[config.mk]
export PLATFORM = sky130hd
export DESIGN_NAME = tick_debounce
export DESIGN_NICKNAME = d
export VERILOG_FILES = /design/src/rtl/tick_debounce_pkg.sv /design/src/rtl/tick_debounce_btn_sync.sv /design/src/rtl/tick_debounce.sv
export SDC_FILE = /design/constraint.sdc
export NUM_CORES = 1
export LEC_CHECK = 0
export ABC_AREA = 1
export ABC_CLOCK_PERIOD_IN_PS = 1600
export CORE_MARGIN = 2
export CORE_UTILIZATION = 45
export CTS_BUF_LIST = sky130_fd_sc_hd__clkbuf_8
export CTS_CLUSTER_DIAMETER = 150
export DETAILED_ROUTE_END_ITERATION = 8
export PLACE_DENSITY_LB_ADDON = 0.15
export SYNTH_ARGS = -nofsm -noshare
export SYNTH_HDL_FRONTEND = slang
export SYNTH_SLANG_ARGS = --single-unit
export TNS_END_PERCENT = 30
[constraint.sdc]
create_clock -name iClk -period 1.6 [get_ports iClk]
set_input_delay 0.24 -clock iClk [delete_from_list [all_inputs] [get_ports iClk]]
set_output_delay 0.24 -clock iClk [all_outputs]
set_load 0.05 [all_outputs]
[src/rtl/tick_debounce_pkg.sv]
// Shared definitions for the button debouncer: width helper and FSM state encoding.
package tick_debounce_pkg;

    // Bits needed to hold values 0..value-1; also used by the clock divider.
    function automatic int unsigned clog2(input int unsigned value);
        int unsigned result;
        int unsigned rem;
        result = 0;
        rem    = value - 1;
        while (rem != 0) begin
            result = result + 1;
            rem    = rem >> 1;
        end
        return result;
    endfunction

    typedef enum logic [1:0] {
        StReleased = 2'd0,
        StPressChk = 2'd1,
        StHeld     = 2'd2,
        StRelChk   = 2'd3
    } state_e;

endpackage

[src/rtl/tick_debounce_btn_sync.sv]
// Two-flop synchronizer for asynchronous pins, with a parameterised reset value.
module tick_debounce_btn_sync #(
    parameter int unsigned       WIDTH   = 1,
    parameter logic [WIDTH-1:0]  RST_VAL = '0
) (
    input  logic             iClk,
    input  logic             iRst_n,
    input  logic [WIDTH-1:0] iPin,
    output logic [WIDTH-1:0] oSync
);

    logic [WIDTH-1:0] r_meta;

    always_ff @(posedge iClk) begin
        if (!iRst_n) begin
            r_meta <= RST_VAL;
            oSync  <= RST_VAL;
        end else begin
            r_meta <= iPin;
            oSync  <= r_meta;
        end
    end

endmodule

[src/rtl/tick_debounce.sv]
// Tick-paced push-button debouncer emitting press, release and long-press pulses.
module tick_debounce
    import tick_debounce_pkg::*;
#(
    parameter int unsigned STABLE_TICKS   = 4,
    parameter int unsigned LONG_TICKS     = 16,
    parameter bit          BTN_ACTIVE_LOW = 1'b1
) (
    input  logic iClk,
    input  logic iRst_n,
    input  logic iTick,
    input  logic iBtn,
    output logic oLevel,
    output logic oPress,
    output logic oRelease,
    output logic oLongPress
);

    localparam int unsigned     DW       = clog2(STABLE_TICKS);
    localparam int unsigned     HW       = clog2(LONG_TICKS + 1);
    localparam logic [DW-1:0]   DcntLast = DW'(STABLE_TICKS - 1);
    localparam logic [HW-1:0]   HcntMax  = HW'(LONG_TICKS);

    logic          w_sync;
    logic          w_act;
    logic [HW-1:0] w_hcnt_inc;

    state_e        r_state;
    logic [DW-1:0] r_dcnt;
    logic [HW-1:0] r_hcnt;
    logic          r_long_fired;

    tick_debounce_btn_sync #(
        .WIDTH   (1),
        .RST_VAL (BTN_ACTIVE_LOW)
    ) u_btn_sync (
        .iClk   (iClk),
        .iRst_n (iRst_n),
        .iPin   (iBtn),
        .oSync  (w_sync)
    );

    assign w_act      = w_sync ^ BTN_ACTIVE_LOW;
    assign w_hcnt_inc = (r_hcnt == HcntMax) ? r_hcnt : r_hcnt + HW'(1);

    always_ff @(posedge iClk) begin
        if (!iRst_n) begin
            r_state      <= StReleased;
            r_dcnt       <= '0;
            r_hcnt       <= '0;
            r_long_fired <= 1'b0;
            oLevel       <= 1'b0;
            oPress       <= 1'b0;
            oRelease     <= 1'b0;
            oLongPress   <= 1'b0;
        end else begin
            oPress     <= 1'b0;
            oRelease   <= 1'b0;
            oLongPress <= 1'b0;
            if (iTick) begin
                unique case (r_state)
                    StReleased: begin
                        if (w_act) begin
                            r_state <= StPressChk;
                            r_dcnt  <= DW'(1);
                        end
                    end
                    StPressChk: begin
                        if (!w_act) begin
                            r_state <= StReleased;
                            r_dcnt  <= '0;
                        end else if (r_dcnt == DcntLast) begin
                            r_state <= StHeld;
                            r_dcnt  <= '0;
                            r_hcnt  <= HW'(1);
                            oLevel  <= 1'b1;
                            oPress  <= 1'b1;
                        end else begin
                            r_dcnt <= r_dcnt + DW'(1);
                        end
                    end
                    StHeld: begin
                        if (w_act) begin
                            r_hcnt <= w_hcnt_inc;
                            if (w_hcnt_inc == HcntMax && !r_long_fired) begin
                                oLongPress   <= 1'b1;
                                r_long_fired <= 1'b1;
                            end
                        end else begin
                            r_state <= StRelChk;
                            r_dcnt  <= DW'(1);
                        end
                    end
                    StRelChk: begin
                        // hcnt stays frozen here so a bounce resumes the long-press count.
                        if (w_act) begin
                            r_state <= StHeld;
                            r_dcnt  <= '0;
                        end else if (r_dcnt == DcntLast) begin
                            r_state      <= StReleased;
                            r_dcnt       <= '0;
                            r_hcnt       <= '0;
                            r_long_fired <= 1'b0;
                            oLevel       <= 1'b0;
                            oRelease     <= 1'b1;
                        end else begin
                            r_dcnt <= r_dcnt + DW'(1);
                        end
                    end
                    default: begin
                        r_state <= StReleased;
                    end
                endcase
            end
        end
    end

endmodule
-- After elaboration in Yosys (flattened, before gate mapping)
Index checks and enable logic that the tools add are counted.
- add/subtract/negate cells: 2
- equality and inequality tests: 16
- bitwise logic cells: 4
- mux-type cells: 29
- reductions and logical operators: 14
- operators by type and width (operator ; number):
    2-to-1 mux 5 bit ; 6
    2-to-1 mux 2 bit ; 10
    case mux 2 bit (4 select lines) ; 2
    case mux 5 bit (3 select lines) ; 1
    inequality test 2 bit, second input constant ; 6
    AND reduction 6 bit ; 2
    equality test 5 bit, second input constant ; 2
    2-to-1 mux 1 bit ; 8
    OR reduction 4 bit ; 2
    AND reduction 7 bit ; 1
    equality test 2 bit, second input constant ; 3
    adder 5 x 1 -> 5 bit, second input constant ; 1
    AND reduction 5 bit ; 1
    inequality test 2 x 1 -> 1 bit, second input constant ; 2
    NOT 1 bit ; 4
    case mux 1 bit (2 select lines) ; 2
    AND reduction 4 bit ; 1
    nonzero test 2 bit ; 2
    inequality test 3 x 2 -> 1 bit, second input constant ; 1
    inequality test 3 bit, second input constant ; 1
    AND reduction 3 bit ; 1
    nonzero test 3 bit ; 1
    adder 2 x 1 -> 2 bit, second input constant ; 1
    equality test 2 x 1 -> 1 bit, second input constant ; 1
    3 further kinds ; 3
- word-level logic and storage cells: 75
- output and inout port bits: 4
- input port bits: 4
- flip-flop bits (word level): 16

-- Depth between registers and ports, before layout
- depth after elaboration: 7
- depth in mapped cells: 10
- depth with buffers taken out: 10

-- Modules after synthesis
From an unflattened synthesis, not the netlist that was laid out.
- cells, all modules: 122
- area total of the unflattened synthesis: 852.1 µm²
- modules (own cells, without submodules) (module ; area each (µm²) ; instances ; seq. area each (µm²) ; cells an instance):
    tick_debounce ; 797.0 ; 1 ; 280.3 ; 116
    tick_debounce_btn_sync ; 55.1 ; 1 ; 40.0 ; 6

-- Worst setup path before layout
OpenSTA, ideal clock, no wires.
- path type: register to register
- start: register r_hcnt[0]
- end: register r_long_fired
- clock period less this slack: 1.210 ns
- required time: 1.530 ns
- slack: 0.390 ns
- arrival time: 1.140 ns
- path buffers: 0
- setup time: 0.070 ns
- stages on the path, launching flop included: 8
- path through: dfxtp_1 -> inv_1 -> ha_1 -> nor2_1 -> nand2_1 -> nor2_1 -> nand3_1 -> a21oi_1
- word-level cells in the longest chain between the ends: 6
- elaborated cells between the ends (all ways): 7
- those cells by class: 1 x add/sub; 3 x eq/ne; 1 x mux; 2 x reduce/logical
- RTL lines (item ; RTL line ; RTL):
    from (decl) ; tick_debounce.sv:30 ; logic [HW-1:0] r_hcnt;
    from (signal assigned) ; tick_debounce.sv:84 ; r_hcnt <= w_hcnt_inc;
    adder 5 x 1 -> 5 bit or equality test 5 bit (tied branches) ; tick_debounce.sv:44 ; assign w_hcnt_inc = (r_hcnt == HcntMax) ? r_hcnt : r_hcnt + HW'(1);
    2-to-1 mux 5 bit * ; tick_debounce.sv:44 ;
    equality test 5 bit * ; tick_debounce.sv:85 ; if (w_hcnt_inc == HcntMax && !r_long_fired) begin
    logical AND 1 bit * ; tick_debounce.sv:85 ;
    inequality test 2 bit (no source line) * ; - ;
    AND reduction 6 bit (no source line) * ; - ;
    to (signal assigned) ; tick_debounce.sv:51 ; r_long_fired <= 1'b0;
    to (signal assigned) ; tick_debounce.sv:87 ; r_long_fired <= 1'b1;
    to (signal assigned) ; tick_debounce.sv:103 ; r_long_fired <= 1'b0;
    to (decl) ; tick_debounce.sv:31 ; logic r_long_fired;
Every way passes the cells marked *; elsewhere a longest branch is shown, timed or not.
A chain may end at the register's enable or synchronous reset.

-- Worst setup path after layout
- start: register r_state[0]
- end: register r_state[0]
- word-level cells in the longest chain between the ends: 3
- elaborated cells between the ends (all ways): 10
- those cells by class: 7 x eq/ne; 1 x mux; 2 x reduce/logical
- RTL lines (item ; RTL line ; RTL):
    from (decl) ; tick_debounce.sv:28 ; state_e r_state;
    from (signal assigned) ; tick_debounce.sv:48 ; r_state <= StReleased;
    from (signal assigned) ; tick_debounce.sv:64 ; r_state <= StPressChk;
    from (signal assigned) ; tick_debounce.sv:70 ; r_state <= StReleased;
    equality test 2 x 1 -> 1 bit (tied with other cells) ; tick_debounce.sv:61 ; unique case (r_state)
    inequality test 3 x 2 -> 1 bit (no source line) (tied with other cells) ; - ;
    AND reduction 5 bit (no source line) ; - ;
Several ways; a longest one is shown, not always the timed one.

==> run summary <==
I/O Buffers - 7
Logic pwr share - 6.1%
Post-Synth Simple-Gate Area - 36.52%
Vias in the first global route - 639
Worst Reg2Reg Path Length in Cells - 8
Post-synthesis cell type count - 20
Largest family of logic cells by synthesized area - simple AND/OR/NAND/NOR gates
I/O pins - 8
Final Max Slew Viols - 0
Data required, critical path - 1.78 ns
Sequential share of the synthesized area - 38.79%
Worst reg2reg endpoint - r_state[0]$_SDFFE_PN0P_
Drt total wl - 1.549 mm
Hold path depth - 1
Fraction of registers with async set/reset - 0%
Filler instances - 159
Post-CTS sizing - 0
EDFF count, synth - 0
Syn Std Cell Area - 825.8 sq um
Total GRT Usage - 16.18%
Die ar. - 2194 sq um
CTS Sinks - 16
Gpl congestion - 0.8476
Vias/cell - 4.831
Final period util - 88.78%
Max FO, Critical Path - 9
Area fraction in compound gates after synthesis - 11.82%
Initial DRT Pass Iterations - 4
Post-synth top flop - dfxtp_1
Design area - 953.4 sq um
Initial antenna violation count - 0
CTS tree - done
Layout Skew - 0.0004960 ns
Clock share of power - 38.8%
RSZ-0062 raised after global routing - no
Initial Utilization - 47.83%
Total number of vias - 744
Layout area overhead - 15.45%
Net Sw Frac - 21.22%
Mux cell area share after synthesis - 0%
Root Driver - clkbuf_8
Total Neg Setup Slack - 0 ns
Slew HR - 74.87%
Pin count of the biggest net entering global routing - 10
First-pass GRT wire length - 2.539 mm
Clock buffer count from CTS - 3
Hold buffer count at cts - 0
FMAX - 704.0 MHz
Core box area - 1727 sq um
Antenna fix cells - 0
Lkg Pwr - 0.3795 nW
Worst min-delay path class - reg -> reg
Share of layout cells above drive strength 1 - 12.40%
Internal Power - 0.5922 mW
Post CTS Setup Buffer Count - 0
Worst setup EP type - flop
Final min period - 1.421 ns
Iter 0 DRT Violations - 18
HP Start - u_btn_sync.r_meta$_SDFF_PN1_
Seq cells post-synth - 16
Post-DRT Antenna Nets - 0
Worst Tran Pin Value - 0.3764 ns
Hold Path Sink - u_btn_sync.oSync$_SDFF_PN1_
Synth Warn # - 0
Path type of the worst setup path - reg -> reg
Worst reg-to-reg setup slack - 0.18 ns
DR DRC count - 0
Die X - 46.84 um
Endpoints failing setup - 0
Syn_nets - 127
Global route total overflow - 0
Nets@finish - 138
Utilization after layout - 55.22%
Flop pwr share - 55.1%
Mean Syn Cell Area - 6.882 sq um
Adder-cell share of the synthesized area - 4.545%
Xor and xnor fraction of the mapped netlist area - 0%
Cell row count - 15
H-tree depth - 1
CTS clk-pin slew, worst paths - 0.06 ns
Gate Count Post-Synth - 120
Psw - 0.1595 mW
R2R Path Start - r_state[0]$_SDFFE_PN0P_
Arrival time at the worst endpoint - 1.60 ns
Clk_lat worst skew - 0.24 ns
DP HPWL - 1.193 mm
Hold Vio Cnt, Final - 0
Peak VDD IR - 614.9 uV
Wire length per cell - 10.06 um
Pwr dens - 788.5 nW/um^2
Status - completed
Post-DP Area - 912.1 sq um
Die height - 46.84 um
Crit path launch type - flop
Clock Path Buffers - 2
Max-cap viol count - 0
state kept, by name, summed over array words and instances (netlist names), named ones only:
| register | flops |
|---|---|
| oLevel | 1 |
| oLongPress | 1 |
| oPress | 1 |
| oRelease | 1 |
| r_dcnt | 2 |
| r_hcnt | 5 |
| r_long_fired | 1 |
| r_state | 1 |
| u_btn_sync.oSync | 1 |
| u_btn_sync.r_meta | 1 |
per-stage QoR:
step | hold WS, ns | total power [mW] | instances | setup slack, ns
finish | 0.4138 | 0.7517 | 154 | 0.1795
global placement | 0.4018 | 0.4672 | 151 | 0.09345
CTS | 0.4175 | 0.7565 | 154 | 0.1923
floorplan | 0.3466 | 0.4524 | 120 | 0.3904
detailed placement | 0.4111 | 0.4681 | 151 | 0.05650
global route | 0.4228 | 0.7797 | 154 | 0.01696
worst max path at each step:
stage,startpoint,end,cells past startpoint
6_report,r_state[0]$_SDFFE_PN0P_,r_state[0]$_SDFFE_PN0P_,8
5_1_grt,r_hcnt[0]$_SDFFE_PN0P_,r_long_fired$_SDFFE_PN0P_,7
4_1_cts,r_state[0]$_SDFFE_PN0P_,r_state[0]$_SDFFE_PN0P_,8
3_5_place_dp,iTick,r_hcnt[4]$_SDFFE_PN0P_,5
3_3_place_gp,iTick,r_hcnt[4]$_SDFFE_PN0P_,5
2_1_floorplan,r_hcnt[0]$_SDFFE_PN0P_,r_long_fired$_SDFFE_PN0P_,7
critical path, cell delays in order, from the launching register on:
cell	delay, ns
dfxtp_1	0.54
inv_2	0.09
nor2_1	0.15
nand2_1	0.10
nand2_2	0.11
nand2_1	0.06
nand3_1	0.09
nand2_1	0.09
a21oi_1	0.11
placed cells by master (no fill, tap or decap):
| master | instances |
|---|---|
| o21bai_1 | 1 |
| inv_2 | 1 |
| ha_1 | 3 |
| and2_1 | 1 |
| buf_4 | 6 |
| a21boi_2 | 1 |
| nand3_1 | 13 |
| nor3_4 | 1 |
| nand4_1 | 3 |
| o21ai_2 | 1 |
| o21ai_0 | 4 |
| nand2_2 | 1 |
| clkdlybuf4s50_1 | 3 |
| clkbuf_8 | 3 |
| or2_2 | 2 |
| dfxtp_1 | 16 |
| nor2_1 | 13 |
| inv_1 | 12 |
| nand2_1 | 34 |
| a21oi_1 | 10 |
routing by layer:
| layer | wire length, um | global-route usage [%] | share of wire [%] |
|---|---|---|---|
| met1 | 790 | 21.26 | 51 |
| met2 | 652 | 25.75 | 42 |
| met3 | 94 | 6.923 | 6.1 |
| met4 | 11 | 1.667 | 0.71 |
| met5 | 0 | 0 | 0 |
power groups by stage:
stage / clock [mW] / combinational (mW) / sequential, mW
finish: 0.292 / 0.0457 / 0.414
global route: 0.314 / 0.0504 / 0.415
CTS: 0.297 / 0.0456 / 0.414
detailed placement: 0 / 0.0452 / 0.423
global placement: 0 / 0.0444 / 0.423
floorplan: 0 / 0.0344 / 0.418
Yosys cell counts, types with 2 or more instances:
| library cell | n | share of area [%] |
|---|---|---|
| a21oi_1 | 10 | 6.1 |
| o21ai_0 | 4 | 2.4 |
| or2_2 | 2 | 1.5 |
| ha_1 | 3 | 4.5 |
| nand3_1 | 13 | 7.9 |
| inv_1 | 12 | 5.5 |
| nand4_1 | 3 | 2.3 |
| dfxtp_1 | 16 | 39 |
| nand2_1 | 34 | 15 |
| nor2_1 | 13 | 5.9 |
cells by family after synthesis:
group                    Yosys count
AO/OA/AOI/OAI                     17
adder cells (fa/ha/maj)            3
buffers and inverters             16
flip-flops                        16
AND/OR/NAND/NOR                   68
area by class of cell:
cell class	instances	area [sq um]	share of cell area, %
inverters	13	48.80	5.118
flip-flops and latches	16	320.3	33.60
clock buffers	3	41.29	4.331
well taps	25	31.28	3.281
multi-input cells	88	436.7	45.80
repair buffers	9	75.07	7.874
(Power assumes the default switching activity.)
